`config.mk`:
```
export PLATFORM = sky130hd
export DESIGN_NAME = ulpi_axis_pkt_fifo
export DESIGN_NICKNAME = d
export VERILOG_FILES = /design/src/rtl/ulpi_axis_pkt_fifo.sv
export SDC_FILE = /design/constraint.sdc
export NUM_CORES = 1
export LEC_CHECK = 0
export CORE_MARGIN = 5
export CORE_UTILIZATION = 42
export CTS_BUF_LIST = sky130_fd_sc_hd__clkbuf_8
export DETAILED_ROUTE_END_ITERATION = 8
export DONT_BUFFER_PORTS = 1
export PLACE_DENSITY = 0.53
export SKIP_LAST_GASP = 1
export SLEW_MARGIN = 20
export SYNTH_ARGS = -nofsm -noshare
export SYNTH_HDL_FRONTEND = slang
export SYNTH_SLANG_ARGS = --single-unit
```
`constraint.sdc`:
```
create_clock -name clk -period 5.2 [get_ports clk]
set_clock_uncertainty 0.1 [all_clocks]
set_input_delay 0.78 -clock clk [delete_from_list [all_inputs] [get_ports clk]]
set_output_delay 0.78 -clock clk [all_outputs]
set_load 0.005 [all_outputs]
```
`src/rtl/ulpi_axis_pkt_fifo.sv`:
```
// Packet FIFO for ULPI AXI-Stream paths: store-and-forward with drop of
// errored/oversized packets, or a plain stream FIFO when PACKET_MODE=0.
module ulpi_axis_pkt_fifo #(
  parameter int DATA_W      = 8,
  parameter int USER_W      = 2,
  parameter int DEPTH       = 64,
  parameter int PACKET_MODE = 1,
  parameter int ERR_BIT     = 0,
  parameter int CNT_W       = 16
) (
  input  logic                       clk,
  input  logic                       rst,
  input  logic                       s_tvalid,
  output logic                       s_tready,
  input  logic [DATA_W-1:0]          s_tdata,
  input  logic                       s_tlast,
  input  logic [USER_W-1:0]          s_tuser,
  output logic                       m_tvalid,
  input  logic                       m_tready,
  output logic [DATA_W-1:0]          m_tdata,
  output logic                       m_tlast,
  output logic [USER_W-1:0]          m_tuser,
  output logic [$clog2(DEPTH):0]     count,
  output logic [CNT_W-1:0]           drop_count,
  output logic                       overflow,
  output logic                       err_drop
);

  localparam int AW = $clog2(DEPTH);
  localparam int PW = AW + 1;
  localparam int EW = DATA_W + USER_W + 1;
  localparam logic [PW-1:0] ONE = 1;
  localparam logic [CNT_W-1:0] CNT_ONE = 1;

  typedef enum logic [1:0] {IDLE, FILL, DROP} state_t;

  state_t        state;
  logic [PW-1:0] wr_ptr;
  logic [PW-1:0] wr_tmp;
  logic [PW-1:0] wr_vis;
  logic [PW-1:0] rd_ptr;
  logic          err;
  logic [EW-1:0] mem [DEPTH];

  logic full;
  logic empty;
  logic acc;
  logic we;
  logic load;
  logic err_n;
  logic drop;

  assign full  = (wr_tmp[AW] != rd_ptr[AW]) &&
                 (wr_tmp[AW-1:0] == rd_ptr[AW-1:0]);
  // read side sees commits one cycle late, giving a two-edge latency
  assign empty = rd_ptr == wr_vis;
  assign acc   = s_tvalid && s_tready;
  assign we    = acc && !full && (state != DROP);
  assign load  = !empty && (!m_tvalid || m_tready);
  assign err_n = err || s_tuser[ERR_BIT];
  assign count = wr_ptr - rd_ptr;

  assign drop = (PACKET_MODE != 0) && acc && (state != DROP) &&
                (full || (s_tlast && err_n));

  always_comb begin
    s_tready = 1'b0;
    if (!rst) begin
      if (PACKET_MODE == 0)
        s_tready = !full;
      else
        s_tready = (state == DROP) || !full || (wr_tmp != wr_ptr);
    end
  end

  always_ff @(posedge clk) begin
    if (we)
      mem[wr_tmp[AW-1:0]] <= {s_tlast, s_tuser, s_tdata};
  end

  always_ff @(posedge clk) begin
    if (rst) begin
      state      <= IDLE;
      wr_ptr     <= '0;
      wr_tmp     <= '0;
      wr_vis     <= '0;
      err        <= 1'b0;
      overflow   <= 1'b0;
      err_drop   <= 1'b0;
      drop_count <= '0;
    end else begin
      wr_vis   <= wr_ptr;
      overflow <= drop && full;
      err_drop <= drop && !full;
      if (drop && (drop_count != '1))
        drop_count <= drop_count + CNT_ONE;
      if (PACKET_MODE == 0) begin
        if (acc) begin
          wr_tmp <= wr_tmp + ONE;
          wr_ptr <= wr_tmp + ONE;
        end
      end else begin
        case (state)
          IDLE, FILL: begin
            if (acc) begin
              if (full) begin
                wr_tmp <= wr_ptr;
                err    <= 1'b0;
                state  <= s_tlast ? IDLE : DROP;
              end else if (s_tlast) begin
                err   <= 1'b0;
                state <= IDLE;
                if (err_n) begin
                  wr_tmp <= wr_ptr;
                end else begin
                  wr_tmp <= wr_tmp + ONE;
                  wr_ptr <= wr_tmp + ONE;
                end
              end else begin
                wr_tmp <= wr_tmp + ONE;
                err    <= err_n;
                state  <= FILL;
              end
            end
          end
          DROP: begin
            if (acc && s_tlast)
              state <= IDLE;
          end
          default: state <= IDLE;
        endcase
      end
    end
  end

  always_ff @(posedge clk) begin
    if (rst) begin
      rd_ptr   <= '0;
      m_tvalid <= 1'b0;
      m_tdata  <= '0;
      m_tlast  <= 1'b0;
      m_tuser  <= '0;
    end else if (load) begin
      {m_tlast, m_tuser, m_tdata} <= mem[rd_ptr[AW-1:0]];
      m_tvalid <= 1'b1;
      rd_ptr   <= rd_ptr + ONE;
    end else if (m_tready) begin
      m_tvalid <= 1'b0;
    end
  end

endmodule

```
Yosys cells after proc, flatten, opt, wreduce, memory -nomap -nowiden
Memory sizes are Yosys's and may differ from the RTL's. A register that Yosys moved wholly into a read port is not among the register bits. Cells that the tools add are included.

Flip-flop bits (word level): 50. RAM bits: 704. Input port bits: 15. Output and inout bits: 38. Word-level logic and storage cells: 68. Memories: 1.

Memory list: mem (words 64, bits a word 11, read ports 1, clocked after Yosys merged registers in 1, wr ports 1, RTL line 43) `logic [EW-1:0] mem [DEPTH];`.

Add/subtract/negate cells: 4. Equal/unequal tests: 10. Mux-type cells: 16. Bitwise operators: 1. Reduce and logical (&&, ||, !) cells: 26.

Operators with widths (count): 7-bit 2-to-1 mux (3); 16-bit by 1-bit adder with 16-bit output (second input constant) (1); 16-bit != test (second input constant) (1); 7-bit by 1-bit adder with 7-bit output (second input constant) (2); 1-bit logical AND (12); 1-bit 2-to-1 mux (8); 2-bit 2-to-1 mux (4); 7-bit equality test (1); 7-bit != test (1); 7-bit subtractor (1); 6-bit equality test (1); 1-bit logical OR (5); 2-bit != test (second input constant) (2); 2-bit case mux with 2 select lines (1); 2-bit AND reduction (2); 4-bit AND reduction (1); 1-bit zero test (3); 2-bit by 1-bit equality test with 1-bit output (second input constant) (1); 2-bit equality test (second input constant) (1); 2-bit zero test (1); 2-bit by 1-bit != test with 1-bit output (second input constant) (1); 2-bit nonzero test (1); 2-bit OR reduction (1); 1-bit != test (1); 1-bit inverter (1).

Logic depth before layout (Yosys ltp)
Gate-level depths: netlist (run 1).

Word-level depth: 11. Gate-level depth with buffers: 11. Depth with buffers taken out: 9.

Worst setup path after synthesis (run 1)
OpenSTA, ideal clock, no wires.

Kind: register to output. From: reg rd_ptr[1]. To: out count[5]. Data arrival time: 2150 ps. Data required time: 4320 ps. Path slack: 2170 ps. Stages on the path, launching flop included: 12. Buffers on the path: 4. Cells stage by stage: dfxtp_1 -> buf_2 -> buf_6 -> buf_4 -> inv_1 -> buf_2 -> ha_1 -> a21o_1 -> a21oi_1 -> o21bai_1 -> a21oi_1 -> xnor2_1.

Cells in the longest elaborated chain, start to end: 1.

Ends and longest elaborated chain: start, declared (RTL line 41) `logic [PW-1:0] rd_ptr;`; start signal, assigned (RTL line 146) `rd_ptr <= rd_ptr + ONE;`; 7-bit subtractor (RTL line 61) `assign count = wr_ptr - rd_ptr;`; end, declared (RTL line 23) `output logic [$clog2(DEPTH):0] count,`.

Every way passes these cells.

Worst setup path after layout (run 1)
Ends and elaborated chain as after synthesis.

==> results of run 1 <==
==> flip-flops by register name, indices dropped and copies added, names as in the netlist <==
register,count
wr_vis,7
err,1
wr_ptr,7
rd_ptr,7
m_tvalid,1
drop_count,16
state,2
m_tlast,1
mem,704
m_tdata,8
m_tuser,2
overflow,1
err_drop,1
wr_tmp,7
==> through the flow <==
stage	worst slack [ps]	cells
6_report	977	2849
5_1_grt	841	2849
4_1_cts	934	2847
3_5_place_dp	1610	2592
3_3_place_gp	1660	2592
2_1_floorplan	2170	1671
==> critical path: stages, from the launching register on <==
cell,delay [ps]
dfxtp_4,670
inv_1,530
ha_1,460
a21o_1,200
a21oi_1,250
o21bai_1,100
a21oi_1,170
xnor2_1,170
==> where the power goes <==
part           switching [uW]  internal [uW]
combinational            1110            860
sequential                189           6780
clock                    2460           2620
==> cells in the mapped netlist, drive strengths merged, types with 18 or more instances <==
cell    number
nor2       121
nand3       29
buf         63
o22ai       19
edfxtp     704
o21ai       38
a21oi       44
mux4       138
xnor2       23
clkbuf      29
mux2i      100
dfxtp       61
a22oi       19
inv         18
nand2       53
nor2b       19
==> per-layer routing <==
layer / up-vias / global-route usage, % / part of all wire (%)
met5: - / 0 / 0
met4: 0 / 6.01 / 2.0
met3: 105 / 4.67 / 7.4
met2: 647 / 31.7 / 46
met1: 8482 / 30.3 / 44
li1: 7013 / - / -
==> placed cells by master (no fill, tap or decap), types with 11 or more instances in the layout <==
master	Yosys	layout
nand2_1	53	53
inv_1	18	55
clkbuf_8	0	135
mux4_2	138	138
dfxtp_1	61	57
nor2_1	118	117
buf_4	16	61
a21oi_1	44	44
clkinv_2	0	14
buf_16	0	11
a211oi_1	17	17
mux2i_1	100	100
edfxtp_1	704	704
nor2b_1	19	19
o22ai_1	19	19
clkinv_1	2	36
o21ai_0	31	31
xor2_1	17	17
nand3_1	28	28
nor3_1	12	12
xnor2_1	23	23
a22oi_1	19	19
==> cells by family after synthesis <==
family          share of synthesized area [%]
compound gates                           4.68
xor+xnor                                 1.15
fa+ha+maj                               0.435
buf+inv                                  1.85
flops                                    73.4
mux                                      13.9
simple gates                             4.58
==> path summary, 6_finish.rpt <==
check | start | end | slack, ps | cells after the start
setup / recovery | rd_ptr[1] | count[5] | 980 | 7
hold / removal | rst | drop_count[13] | 80 | 2
setup reg to reg | rd_ptr[0] | mem[21][8] | 1580 | 5
hold reg to reg | drop_count[15] | drop_count[15] | 410 | 2
==> layout make-up <==
cell class	instances	area share (%)
diodes	2	0.0145
clock buffers	135	5.39
clock inverters	102	1.63
inverters	20	0.218
multi-input cells	794	21.9
flip-flops and latches	765	64.9
well taps	950	3.45
repair buffers	81	2.55
==> results_dict.tcl, run 1 <==
set metrics [dict create \
    multi_input_area_mm2 0.00755 \
    end_kind "primary output" \
    dieArea_mm2 0.0780 \
    synth-edff-count 704 \
    cts_buffers 131 \
    synthTopCellsByArea "edfxtp_1 69%, mux4_2 10%, dfxtp_1 4.0%" \
    synth.largest_area_cell "edfxtp_1" \
    synthesis.nets 1696 \
    p_total_uw 14000 \
    clock-root-buffer "clkbuf_8" \
    nNetsFinal 1818 \
    clkLatencyLatePin_ps 780 \
    leakage_uw 0.0108 \
    syn_area_per_cell_um2 18.2 \
    synth_cell_types 71 \
    h-tree-depth 4 \
    setup_violations 0 \
    arrival_ps 3340 \
    ir_drop_mv 0.161 \
    cts_hold_buf 18 \
    ant_nets 0 \
    async_reset_ff_share_pct 0 \
    cts_resized 0 \
    fin_crit_sh_pct 81.2 \
    maxSlewHeadroom_pct 28.5 \
    avgRoutedWirePerCell_um 28.5 \
    port_buffers 0 \
    crit_required_ps 4320 \
    status "complete, no violations" \
    dp.final_hpwl_um 46900 \
    drv_slew 0 \
    ios 53 \
    place_area_mm2 0.0317 \
    drv_cap 0 \
    vias 16200 \
    grt_max_degree 111 \
    synth_warnings 0 \
    synth_top_cell_area_share_pct 69.4 \
    postSynthCellCount 1671 \
    cts_setup_buffers 0 \
    routabilityCongestion 0.812 \
    fin_hold_ws_ps 84.5 \
    max_slew.worst_pin.slew_ps 1070 \
    routed_wl_um 81100 \
    clk_pin_slew_ps 60 \
    viasPerCell 5.70 \
    ys_ff_latch 765 \
    yosysSeqAreaShare_pct 73.4 \
    design_area_mm2 0.0345 \
    antenna_found_initial 4 \
    grt_overflow_total 0 \
    rsz0062_at_grt "no" \
    route.detailed.drc 0 \
    core_mm2 0.0717 \
    critPathKind "flip-flop to primary output" \
    core.rowCount 98 \
    startpoint_type "flip-flop" \
    die_w_um 279 \
    power_density_mw_per_mm2 407 \
    clock.fmax_mhz 237 \
    clockBufferDepth 3 \
    critPathMaxFanout 26 \
    fillers 6046 \
    postLayoutCoreUtil_pct 48.1 \
    min_path_type "primary input to flip-flop" \
    detailedRoute.firstIterationViolations 1678 \
    tritoncts "built" \
    start_util_pct 42.5 \
    drive_gt1_share_pct 22.0 \
    ys.flop_type "edfxtp_1" \
    synthToLayoutAreaGrowth_pct 13.2 \
    grt_pass1_vias 16500 \
    syn_area_mm2 0.0305 \
    grt_pass1_wl_um 118000 \
    hold_viol_final 0 \
    regArea_mm2 0.0224 \
    track_usage_pct 20.8 \
    finalSetupTns_ps 0 \
    period_needed_ps 4220 \
    die_h_um 279 \
    cts_num_sinks 765 \
    dr.pass1.iters 5 \
]
Note: power is estimated with default switching activity, not from simulation.
==> run 2, diff against run 1 <==
clock period = 3.97 ns   (was 5.2 ns; I/O delays follow)
==> run 2 against run 1 <==
Cell count increased by 1.3%. Clock-buffer cell count is 1 higher. Register-to-register slack got worse by 860 ps. Sequential cell count is the same. Final area up 1.0%.
==> results_dict.tcl, run 2 (synthesis gave the netlist of run 1 again) <==
set metrics [dict create \
    detailedRoute.firstIterationViolations 1426 \
    drive_gt1_share_pct 23.7 \
    h-tree-depth 4 \
    grt_pass1_wl_um 116000 \
    grt_max_degree 90 \
    grt_use_met1_pct 29.1 \
    grtUsageMet2_pct 31.5 \
    routabilityCongestion 0.811 \
    rsz0062_at_grt "no" \
    use_met3_pct 4.61 \
    tritoncts "built" \
    finalSetupTns_ps 0 \
    ir_drop_mv 0.352 \
    grt_pass1_vias 16700 \
    viasPerCell 5.66 \
    multi_input_area_mm2 0.00755 \
    die_w_um 279 \
    clock.fmax_mhz 279 \
    path_cells "buf_4 -> clkinv_1 -> ha_1 -> a21o_1 -> a21oi_1 -> xnor2_1" \
    setup_violations 0 \
    dp.final_hpwl_um 47000 \
    cts_num_sinks 765 \
    clk_pin_slew_ps 60 \
    power_density_mw_per_mm2 529 \
    hold_viol_final 0 \
    r2r_slack_ps 720 \
    start_util_pct 42.5 \
    nNetsFinal 1860 \
    crit_buf_inv 2 \
    arrival_ps 2890 \
    period_needed_ps 3590 \
    grt_overflow_total 0 \
    core.rowCount 98 \
    final_common_cell "edfxtp_1" \
    route.detailed.drc 0 \
    end_kind "primary output" \
    design_area_mm2 0.0348 \
    crit_path_start "rd_ptr[4]" \
    whs_path_depth 1 \
    largest_register_ffs 704 \
    worstHoldStart "s_tdata[7]" \
    synthToLayoutAreaGrowth_pct 14.4 \
    critPathMaxFanout 22 \
    max_slew.worst_pin.slew_ps 1040 \
    ant_nets 0 \
    critical_path.slowest_cell "ha_1" \
    cts_buffers 132 \
    cts_hold_buf 16 \
    cts_setup_buffers 0 \
    crit_required_ps 3270 \
    core_mm2 0.0717 \
    leakage_uw 0.0111 \
    place_area_mm2 0.0320 \
    drv_slew 0 \
    fin_crit_sh_pct 90.4 \
    avgRoutedWirePerCell_um 27.3 \
    dieArea_mm2 0.0780 \
    r2r-start "rd_ptr[2]" \
    postLayoutCoreUtil_pct 48.6 \
    maxSlewHeadroom_pct 30.4 \
    status "complete, no violations" \
    clockBufferDepth 3 \
    gr-max-usage-layer "met2" \
    drv_cap 0 \
    clkLatencyLatePin_ps 760 \
    dp_cells 2635 \
    dr.pass1.iters 5 \
    vias 16300 \
    clock-root-buffer "clkbuf_8" \
    fin_hold_ws_ps 92.4 \
    critPathKind "flip-flop to primary output" \
    final_cell_mix "704 x edfxtp_1, 138 x mux4_2, 136 x clkbuf_8" \
    cpPeakStageDelay_ps 500 \
    fillers 6034 \
    ios 53 \
    regArea_mm2 0.0224 \
    cts_resized 0 \
    port_buffers 0 \
    die_h_um 279 \
    routed_wl_um 78900 \
    final_cells 2887 \
    startpoint_type "flip-flop" \
    antenna_found_initial 2 \
    r2r-end "rd_ptr[2]" \
    min_to "mem[55][7]" \
    track_usage_pct 20.3 \
    reg2regPathDepth 8 \
    min_path_type "primary input to flip-flop" \
    cpLargestDelayFamily "buffers and inverters" \
]
-- run 2: cell count changes in the layout (fill, tap and decap cells not counted), moves of 2 or more --
cell | before | now
inv_1 | 55 | 63
bufinv_16 | 4 | 6
diode_2 | 2 | 4
clkinv_2 | 14 | 10
buf_4 | 61 | 103
dlygate4sd3_1 | 6 | 4
clkinv_1 | 36 | 25
-- run 2: power by group --
| part | internal (uW) | total [uW] | leakage (uW) | switching (uW) |
|---|---|---|---|---|
| combinational | 1150 | 2670 | 0.00289 | 1520 |
| sequential | 8890 | 9060 | 0.00683 | 175 |
| clock | 3570 | 6690 | 0.00140 | 3120 |
-- run 2: final cells by class --
type | instances | area share [%]
antenna | 4 | 0.0287
timing repair buffer | 122 | 3.43
sequential | 765 | 64.2
clock inverter | 96 | 1.67
tap | 950 | 3.41
multi-input combinational | 794 | 21.7
clock buffer | 136 | 5.37
inverter | 20 | 0.215
-- run 2: layer usage --
layer | part of all wire [%] | up-vias
li1 | - | 7093
met1 | 44 | 8601
met3 | 6.5 | 96
met5 | 0 | -
met2 | 47 | 539
met4 | 1.9 | 0
-- run 2: how the worst max path moves through the flow --
stage | end | slack [ps] | depth (start not counted)
floorplan | count[5] | 1120 | 11
global placement | m_tuser[1] | 680 | 7
detailed placement | m_tuser[1] | 750 | 7
CTS | count[6] | 250 | 8
global route | count[6] | 160 | 8
finish | count[6] | 380 | 6
-- run 2: through the flow --
step | setup WS, ps | total power [uW]
after global placement | 680 | 11800
after floorplan | 1120 | 11000
final | 382 | 18400
after detailed placement | 748 | 11800
after global routing | 160 | 19200
after CTS | 251 | 18700
==> run 3, diff against run 2 <==
GPL_TIMING_DRIVEN = 0   (was unset)
MAX_ROUTING_LAYER = met4   (was unset)
==> run 3 against run 2 <==
Total power increased by 0.48%. Die area unchanged. Setup slack got worse by 210 ps. Sequential share of layout area increased by 0.65 points. First-iteration DRC count increased by 26%. Hold slack got worse by 22 ps. Fmax decreased by 5.6%. Clock power decreased by 3.9%. Register-to-register slack got worse by 510 ps. Utilization decreased by 0.51 points. Sequential cell count unchanged. Critical path type unchanged. Largest power group unchanged.
==> results_dict.tcl, run 3 (synthesis gave the netlist of run 1 again) <==
set metrics [dict create \
    routed_wl_um 87500 \
    tritoncts "built" \
    viasPerCell 5.82 \
    finalSetupTns_ps 0 \
    max_slew.worst_pin.slew_ps 1240 \
    critPathKind "flip-flop to primary output" \
    critPathMaxFanout 19 \
    end_kind "primary output" \
    cts_buffers 133 \
    setup_violations 0 \
    cts_num_sinks 765 \
    gr-max-usage-layer "met2" \
    start_util_pct 42.5 \
    track_usage_pct 23.0 \
    cts_setup_buffers 0 \
    drv_slew 0 \
    grt_max_degree 66 \
    ir_drop_mv 0.292 \
    detailedRoute.firstIterationViolations 1790 \
    routabilityCongestion 0.880 \
    startpoint_type "flip-flop" \
    port_buffers 0 \
    r2r-start "rd_ptr[0]" \
    avgRoutedWirePerCell_um 30.5 \
    r2r_slack_ps 210 \
    setup_slack_ps 168 \
    core_mm2 0.0717 \
    power_density_mw_per_mm2 537 \
    final_cell_mix "704 x edfxtp_1, 138 x mux4_2, 136 x clkbuf_8" \
    worstHoldStart "s_tdata[2]" \
    grt_overflow_total 0 \
    whs_path_depth 1 \
    vias 16700 \
    leakage_uw 0.0108 \
    dieArea_mm2 0.0780 \
    drv_cap 0 \
    dp.final_hpwl_um 55700 \
    clkLatencyLatePin_ps 790 \
    clk_pin_slew_ps 60 \
    clockBufferDepth 3 \
    hold_viol_final 0 \
    maxSlewHeadroom_pct 17.1 \
    drive_gt1_share_pct 24.0 \
    crit_required_ps 3270 \
    fin_crit_sh_pct 95.8 \
    die_h_um 279 \
    final_common_cell "edfxtp_1" \
    min_path_type "primary input to flip-flop" \
    status "complete, no violations" \
    h-tree-depth 4 \
    use_met3_pct 7.07 \
    grtUsageMet2_pct 34.4 \
    grt_use_met1_pct 30.4 \
    post-place-ws_ps 255 \
    r2r-end "mem[14][1]" \
    reg2regPathDepth 6 \
    ios 53 \
    dr.pass1.iters 5 \
    largest_register_ffs 704 \
    nNetsFinal 1844 \
    grt_pass1_vias 16800 \
    period_needed_ps 3800 \
    clock.fmax_mhz 263 \
    core.rowCount 98 \
    clock-root-buffer "clkbuf_8" \
    crit_path_start "rd_ptr[1]" \
    rsz0062_at_grt "no" \
    min_to "mem[42][2]" \
    arrival_ps 3110 \
    antenna_found_initial 1 \
    grt_pass1_wl_um 123000 \
    synthToLayoutAreaGrowth_pct 13.2 \
    route.detailed.drc 0 \
    die_w_um 279 \
    ant_nets 0 \
]
-- run 3: changes by cell type in the layout (fill, tap and decap cells not counted), moves of 4 or more --
| cell | previous run | this run |
|---|---|---|
| buf_1 | 0 | 5 |
| buf_2 | 0 | 32 |
| buf_4 | 103 | 20 |
| buf_6 | 0 | 4 |
| bufinv_16 | 6 | 0 |
| clkbuf_1 | 0 | 25 |
| clkinv_1 | 25 | 34 |
| clkinvlp_4 | 8 | 1 |
| inv_8 | 0 | 4 |
| nor2_1 | 117 | 61 |
| nor2_2 | 3 | 59 |
-- run 3: power by group --
| group | switching [uW] | total [uW] | internal [uW] |
|---|---|---|---|
| logic | 1870 | 3070 | 1200 |
| registers | 123 | 9010 | 8880 |
| clock network | 3230 | 6430 | 3200 |
| total | 5220 | 18500 | 13300 |
-- run 3: cell type report --
type / count / area, um^2
timing repair buffer: 15 / 340
tap: 950 / 1190
antenna: 4 / 10.0
fill: 6015 / 37300
sequential: 765 / 22400
buffer: 90 / 503
clock buffer: 136 / 1870
clock inverter: 95 / 444
multi-input combinational: 794 / 7680
inverter: 20 / 75.1
-- run 3: repair_timing --
item | in CTS | in global routing
hold endpoints to repair | 708 | 0
hold buffers | 14 | 0
endpoints found under the setup margin | 3 | 2
pin swaps | 0 | 0
gates resized for setup | 7 | 2
-- run 3: through the flow --
stage | std cells | cell area (um^2) | hold slack (ps) | util, % | total power [uW]
2_1_floorplan | 1671 | 30500 | 354 | - | 11000
3_3_place_gp | 2621 | 31700 | 385 | 44.1 | 12100
3_5_place_dp | 2621 | 31800 | 392 | 44.3 | 12100
4_1_cts | 2864 | 34400 | 29.3 | 48.0 | 18700
5_1_grt | 2869 | 34500 | 34.5 | 48.1 | 19200
6_report | 2869 | 34500 | 70.0 | 48.1 | 18500
-- run 3: worst max-delay path, cell delays in order, from the launching register on --
cell	delay (ps)
dfxtp_2	380
buf_4	210
buf_12	230
inv_1	150
buf_4	250
ha_1	300
a21o_1	190
a21oi_2	180
o21bai_1	80
a21oi_1	180
xnor2_1	160
-- run 3: worst max path at each step --
stage                      end  cells after the start  slack, ps
finish                count[5]                     10        170
global route          count[5]                     10          8
CTS                   count[5]                     10         50
detailed placement  mem[60][2]                      6        260
global placement    mem[38][1]                      6         50
floorplan             count[5]                     11       1120
-- run 3: layer usage --
| metal | up-vias | part of all wire (%) |
|---|---|---|
| li1 | 7070 | - |
| met2 | 757 | 46 |
| met5 | - | 0 |
| met1 | 8743 | 42 |
| met4 | 0 | 3.0 |
| met3 | 138 | 9.3 |
